===== src/rtl/game_pkg.sv =====
// Round-lifecycle state encoding and result-banner codes shared by the
// status display and anything that decodes its banner output.
package game_pkg;

  typedef enum logic [2:0] {
    IDLE,
    PLAY,
    LOSE,
    WIN,
    OUT
  } round_state_t;

  localparam logic [1:0] BANNER_NONE = 2'd0;
  localparam logic [1:0] BANNER_LOSE = 2'd1;
  localparam logic [1:0] BANNER_WIN  = 2'd2;
  localparam logic [1:0] BANNER_OUT  = 2'd3;

endpackage


===== src/rtl/bcd_counter3.sv =====
// Three-digit BCD counter, clear has priority over increment, saturates at 999.
// Registered output: value changes one cycle after clr/inc are sampled.
module bcd_counter3 (
  input  logic        clk,
  input  logic        reset,
  input  logic        clr,
  input  logic        inc,
  output logic [11:0] value
);

  logic [11:0] value_nxt;

  always_comb begin
    value_nxt = value;
    if (clr) begin
      value_nxt = 12'h000;
    end else if (inc && (value != 12'h999)) begin
      if (value[3:0] != 4'd9) begin
        value_nxt[3:0] = value[3:0] + 4'd1;
      end else begin
        value_nxt[3:0] = 4'd0;
        // hundreds cannot overflow here: 999 is excluded above
        if (value[7:4] != 4'd9) begin
          value_nxt[7:4] = value[7:4] + 4'd1;
        end else begin
          value_nxt[7:4]  = 4'd0;
          value_nxt[11:8] = value[11:8] + 4'd1;
        end
      end
    end
  end

  always_ff @(posedge clk or posedge reset) begin
    if (reset) value <= 12'h000;
    else       value <= value_nxt;
  end

endmodule


===== src/rtl/game_status_display.sv =====
// Round lifecycle tracker: lives, elapsed seconds, freeze, blinking result banner
// and post-loss restart request. All outputs registered, one cycle after the sampling edge.
module game_status_display
  import game_pkg::*;
#(
  parameter int TICKS_PER_SEC = 50_000_000,
  parameter int BLINK_TICKS   = 12_500_000,
  parameter int LIVES         = 3,
  parameter int HOLD_SEC      = 3
) (
  input  logic        clk,
  input  logic        reset,
  input  logic        gamestart,
  input  logic        gameover,
  input  logic        complete,
  output logic        freeze,
  output logic [1:0]  banner,
  output logic        banner_on,
  output logic [2:0]  lives,
  output logic [11:0] time_bcd,
  output logic        restart_req
);

  localparam int PW = $clog2(TICKS_PER_SEC);
  localparam int BW = (BLINK_TICKS > 1) ? $clog2(BLINK_TICKS) : 1;
  localparam int HW = $clog2(HOLD_SEC + 1);
  localparam logic [PW-1:0] PRE_MAX   = PW'(TICKS_PER_SEC - 1);
  localparam logic [BW-1:0] BLINK_MAX = BW'(BLINK_TICKS - 1);
  localparam logic [HW-1:0] HOLD_MAX  = HW'(HOLD_SEC - 1);
  localparam logic [2:0]    LIVES_INIT = 3'(LIVES);

  round_state_t   state, state_nxt;
  logic           gamestart_q, gameover_q;
  logic           gs_rise, go_rise;
  logic [PW-1:0]  pre, pre_nxt;
  logic           pre_wrap;
  logic [HW-1:0]  hold, hold_nxt;
  logic [BW-1:0]  blink_cnt;
  logic [1:0]     banner_nxt;
  logic [2:0]     lives_nxt, lives_dec;
  logic           restart_nxt;
  logic           time_inc, time_clr;

  assign gs_rise  = gamestart & ~gamestart_q;
  assign go_rise  = gameover & ~gameover_q;
  assign pre_wrap = (pre == PRE_MAX);

  always_comb begin
    state_nxt   = state;
    banner_nxt  = banner;
    lives_nxt   = lives;
    lives_dec   = (lives == 3'd0) ? 3'd0 : lives - 3'd1;
    pre_nxt     = pre;
    hold_nxt    = hold;
    restart_nxt = 1'b0;
    time_inc    = 1'b0;
    time_clr    = 1'b0;

    // a new round start overrides everything, including a same-cycle gameover edge
    if (gs_rise) begin
      state_nxt  = PLAY;
      banner_nxt = BANNER_NONE;
      pre_nxt    = '0;
      time_clr   = 1'b1;
      if (state == OUT) lives_nxt = LIVES_INIT;
    end else begin
      case (state)
        PLAY: begin
          pre_nxt  = pre_wrap ? '0 : pre + PW'(1);
          time_inc = pre_wrap;
          if (go_rise) begin
            if (complete) begin
              state_nxt  = WIN;
              banner_nxt = BANNER_WIN;
            end else begin
              lives_nxt = lives_dec;
              hold_nxt  = '0;
              pre_nxt   = '0;
              if (lives_dec == 3'd0) begin
                state_nxt  = OUT;
                banner_nxt = BANNER_OUT;
              end else begin
                state_nxt  = LOSE;
                banner_nxt = BANNER_LOSE;
              end
            end
          end
        end
        LOSE: begin
          pre_nxt = pre_wrap ? '0 : pre + PW'(1);
          if (pre_wrap) begin
            if (hold == HOLD_MAX) begin
              restart_nxt = 1'b1;
              state_nxt   = IDLE;
              banner_nxt  = BANNER_NONE;
              hold_nxt    = '0;
            end else begin
              hold_nxt = hold + HW'(1);
            end
          end
        end
        default: ;
      endcase
    end
  end

  always_ff @(posedge clk or posedge reset) begin
    if (reset) begin
      state       <= IDLE;
      gamestart_q <= 1'b0;
      gameover_q  <= 1'b0;
      pre         <= '0;
      hold        <= '0;
      lives       <= LIVES_INIT;
      banner      <= BANNER_NONE;
      freeze      <= 1'b1;
      restart_req <= 1'b0;
    end else begin
      state       <= state_nxt;
      gamestart_q <= gamestart;
      gameover_q  <= gameover;
      pre         <= pre_nxt;
      hold        <= hold_nxt;
      lives       <= lives_nxt;
      banner      <= banner_nxt;
      freeze      <= (state_nxt != PLAY);
      restart_req <= restart_nxt;
    end
  end

  // a fresh banner always starts visible with a full blink period
  always_ff @(posedge clk or posedge reset) begin
    if (reset) begin
      blink_cnt <= '0;
      banner_on <= 1'b0;
    end else if (banner_nxt != banner) begin
      blink_cnt <= '0;
      banner_on <= (banner_nxt != BANNER_NONE);
    end else if (banner == BANNER_NONE) begin
      blink_cnt <= '0;
      banner_on <= 1'b0;
    end else if (blink_cnt == BLINK_MAX) begin
      blink_cnt <= '0;
      banner_on <= ~banner_on;
    end else begin
      blink_cnt <= blink_cnt + BW'(1);
    end
  end

  bcd_counter3 u_time (
    .clk   (clk),
    .reset (reset),
    .clr   (time_clr),
    .inc   (time_inc),
    .value (time_bcd)
  );

endmodule


===== config.mk =====
export PLATFORM = sky130hd
export DESIGN_NAME = game_status_display
export DESIGN_NICKNAME = d
export VERILOG_FILES = /design/src/rtl/game_pkg.sv /design/src/rtl/bcd_counter3.sv /design/src/rtl/game_status_display.sv
export SDC_FILE = /design/constraint.sdc
export NUM_CORES = 1
export LEC_CHECK = 0
export BUFFER_PORTS_ARGS = -buffer_cell sky130_fd_sc_hd__buf_2
export CORE_ASPECT_RATIO = 1.4
export CORE_MARGIN = 3
export CORE_UTILIZATION = 60
export CTS_CLUSTER_DIAMETER = 120
export CTS_CLUSTER_SIZE = 10
export DETAILED_ROUTE_END_ITERATION = 8
export PLACE_DENSITY = 0.79
export SLEW_MARGIN = 10
export SYNTH_ARGS = -nofsm -noshare
export SYNTH_HDL_FRONTEND = slang
export SYNTH_SLANG_ARGS = --single-unit

===== constraint.sdc =====
create_clock -name clk -period 5.2 [get_ports clk]
set_input_delay 1.04 -clock clk [delete_from_list [all_inputs] [get_ports clk]]
set_output_delay 1.04 -clock clk [all_outputs]
set_load 0.05 [all_outputs]

==> results.tsv <==
metric	value	unit
Setup TNS Final	0	ns
# DRC	0	
DRT Pass-1 Iters	4	
count leader, synth	dfrtp_1	
Num CTS Buffers	9	
Hold Buf Count CTS	0	
status	finished, final reports clean	
Pwr Density	399	nW/um2
Post-DRT Antenna Nets	0	
Top FF cell, synth	dfrtp_1	
Setup CP Type	in -> reg	
total vias in the final route	3376	
delay-heaviest family, CP	simple AND/OR/NAND/NOR gates	
first-pass GRT wire length	14.7	mm
clock-pin transition on the worst setup and hold timing paths	0.08	ns
largest family of logic cells by synthesized area	simple AND/OR/NAND/NOR gates	
area of the multi-input gates	2080	um2
switch share	36.1	%
critical path's largest stage delay	0.50	ns
ANT cells	0	
gpl congestion	0.813	
number of max-cap violations	0	
GRT Util Overall	22.6	%
HPWL after detailed placement	5.93	mm
mean number of vias per cell	5.96	
FF+latch area	1930	um2
top cell type by total area after synthesis	dfrtp_1	
fraction of the mapped netlist area in adder cells	2.40	%
fillers	552	
Pwr Total	1.83	mW
DRT iter0 DRCs	167	
Comb power frac	26.5	%
worst-margin pin slew	1.10	ns
Psw	0.661	mW
mux share of post-synthesis cell area	1.05	%
worst rel slew slack	26.9	%
Clock Tree Buf Depth	2	
Syn Inst Count	447	
Ys Warns	0	
#FFs+latches synth	77	
post-synthesis xor/xnor area fraction	6.71	%
top cell type's share of synthesized area	44.4	%
Post-CTS Setup Inserts	0	
Worst Path Arrival	3.39	ns
vias in the first global route	3259	
die width	76.5	um
sequential power share	40.8	%
core region area	6660	um2
minimum clock period after layout	3.15	ns
ordered list of cells on the worst path	buf_2 -> or3b_1 -> o221a_2 -> a221oi_1 -> o31ai_1 -> mux2i_1 -> nand2_1 -> mux2_2	
# clock sinks	77	
CP Capture Type	flop	
Leakage	1.93	nW
area grow syn2layout	9.83	%
GR Overflow Total	0	
DIE AREA	8010	um2
async set-reset flop share out of synthesis	100	%
CP max stage cell	nand2_1	
CTS root buf	clkbuf_8	
worst min-delay path class	reg -> reg	
row cnt	35	
Worst Skew	0.0152	ns
sequential area share after synthesis	46.2	%
Top Ports	25	
nets	482	
antenna violations before repair	0	
worst skew pair latency	0.36	ns
maximum number of pins on one net before global-route repair	52	
Synth Area in Simple Gates	27.0	%
worst path required time	5.44	ns
Initial Util	62.7	%
Netlist cell types	60	
worst path bufs/invs	1	
worst vdd ir	225	uV
DR WL/cell	15.1	um
final hold violations	0	
Setup Viol. Count Final	0	
die height	105	um
CTS tree	done	
internal power	1.17	mW
syn nets	460	
Post-synth top cells	dfrtp_1, nor2_1, nand2_1, o21ai_0, nand3_1	
CTS-repair resized insts	0	
RSZ-0062 raised after global routing	no	
ranking of synthesized cells by area	dfrtp_1, xor2_1, o21ai_0	
PortBufs	24	
layout cells sized above 1	13.7	%
type of origin of the critical path	primary input	
Clock power frac	32.7	%
Syn Area/Cell	9.34	um2
EDFF count, synth	0	
cell area after synthesis	4180	um2
H-tree depth	3	
worst-path fanout max	24	
Peak Freq	317	MHz
Max Transition Viols Final	0	
Final period util	60.6	%
post-synthesis compound-gate area fraction	12.7	%
total wire length	8.52	mm
==> power groups by stage <==
stage	logic [mW]	clock network (mW)	registers (mW)
after global routing	0.532	0.633	0.761
final	0.485	0.600	0.747
after global placement	0.479	0	0.753
after CTS	0.488	0.606	0.744
after floorplan	0.267	0	0.869
after detailed placement	0.486	0	0.755
==> layout make-up <==
cell class,count,area share [%]
Multi-Input combinational cell,342,45.4
Sequential cell,77,42.1
Clock inverter,7,3.17
Timing Repair Buffer,27,3.11
Clock buffer,9,2.70
Tap cell,92,2.51
Inverter,12,0.982
==> path summary, 6_finish.rpt <==
path	cells after the start	startpoint	slack (ns)	endpoint
max	8	complete	2.05	banner_on
min reg2reg	1	pre[5]	0.50	pre[5]
min in group asynchronous	2	reset	0.93	u_time.value[7]
min	1	pre[5]	0.50	pre[5]
max in group asynchronous	3	reset	3.26	lives[0]
max reg2reg	7	pre[8]	2.11	banner_on
==> state kept, by name, indices dropped and copies added, names as in the netlist, 2 cells and up <==
register	count
state	3
lives	3
blink_cnt	24
pre	26
hold	2
banner	2
u_time.value	12
==> cells in the final DEF, fill, tap and decap left out, types with 7 or more instances in the layout <==
cell type   n
nor4_1      7
inv_1      10
nand2_1    43
nor3_1     13
xor2_1     23
nand4_1    16
ha_1        8
a21oi_1    13
clkbuf_8    9
o31ai_1     8
nor2_1     52
nand3_1    32
o21ai_0    40
xnor2_1     9
buf_2      24
dfrtp_1    74
and3_1      7
==> stage by stage <==
step	instances	worst slack (ns)	util (%)	cell area [um2]	hold WS, ns
4_1_cts	566	2.07	68.9	4590	0.507
3_5_place_dp	550	1.70	64.8	4320	0.495
3_3_place_gp	550	1.79	64.8	4320	0.486
2_1_floorplan	447	2.20	-	4180	0.460
5_1_grt	566	1.94	68.9	4590	0.533
6_report	566	2.05	68.9	4590	0.501
==> layer usage <==
metal / track usage, % / vias up / routed length (um)
li1: - / 1657 / -
met1: 26.1 / 1648 / 3530
met2: 40.8 / 57 / 4580
met3: 4.48 / 14 / 260
met4: 8.68 / 0 / 156
met5: 0 / - / 0
==> worst reg2reg max path: cells and delay by family (launching register included) <==
family	cells	cell delay (ns)
multiplexers	2	0.54
AO/OA/AOI/OAI	2	0.44
AND/OR/NAND/NOR	3	1.55
flip-flops	1	0.45
==> kinds of logic after synthesis <==
family | after synthesis
AO/OA/AOI/OAI | 85
XOR/XNOR | 32
adder cells (fa/ha/maj) | 8
buffers and inverters | 28
flip-flops | 77
multiplexers | 4
AND/OR/NAND/NOR | 213
Note: power is estimated with default switching activity, not from simulation.
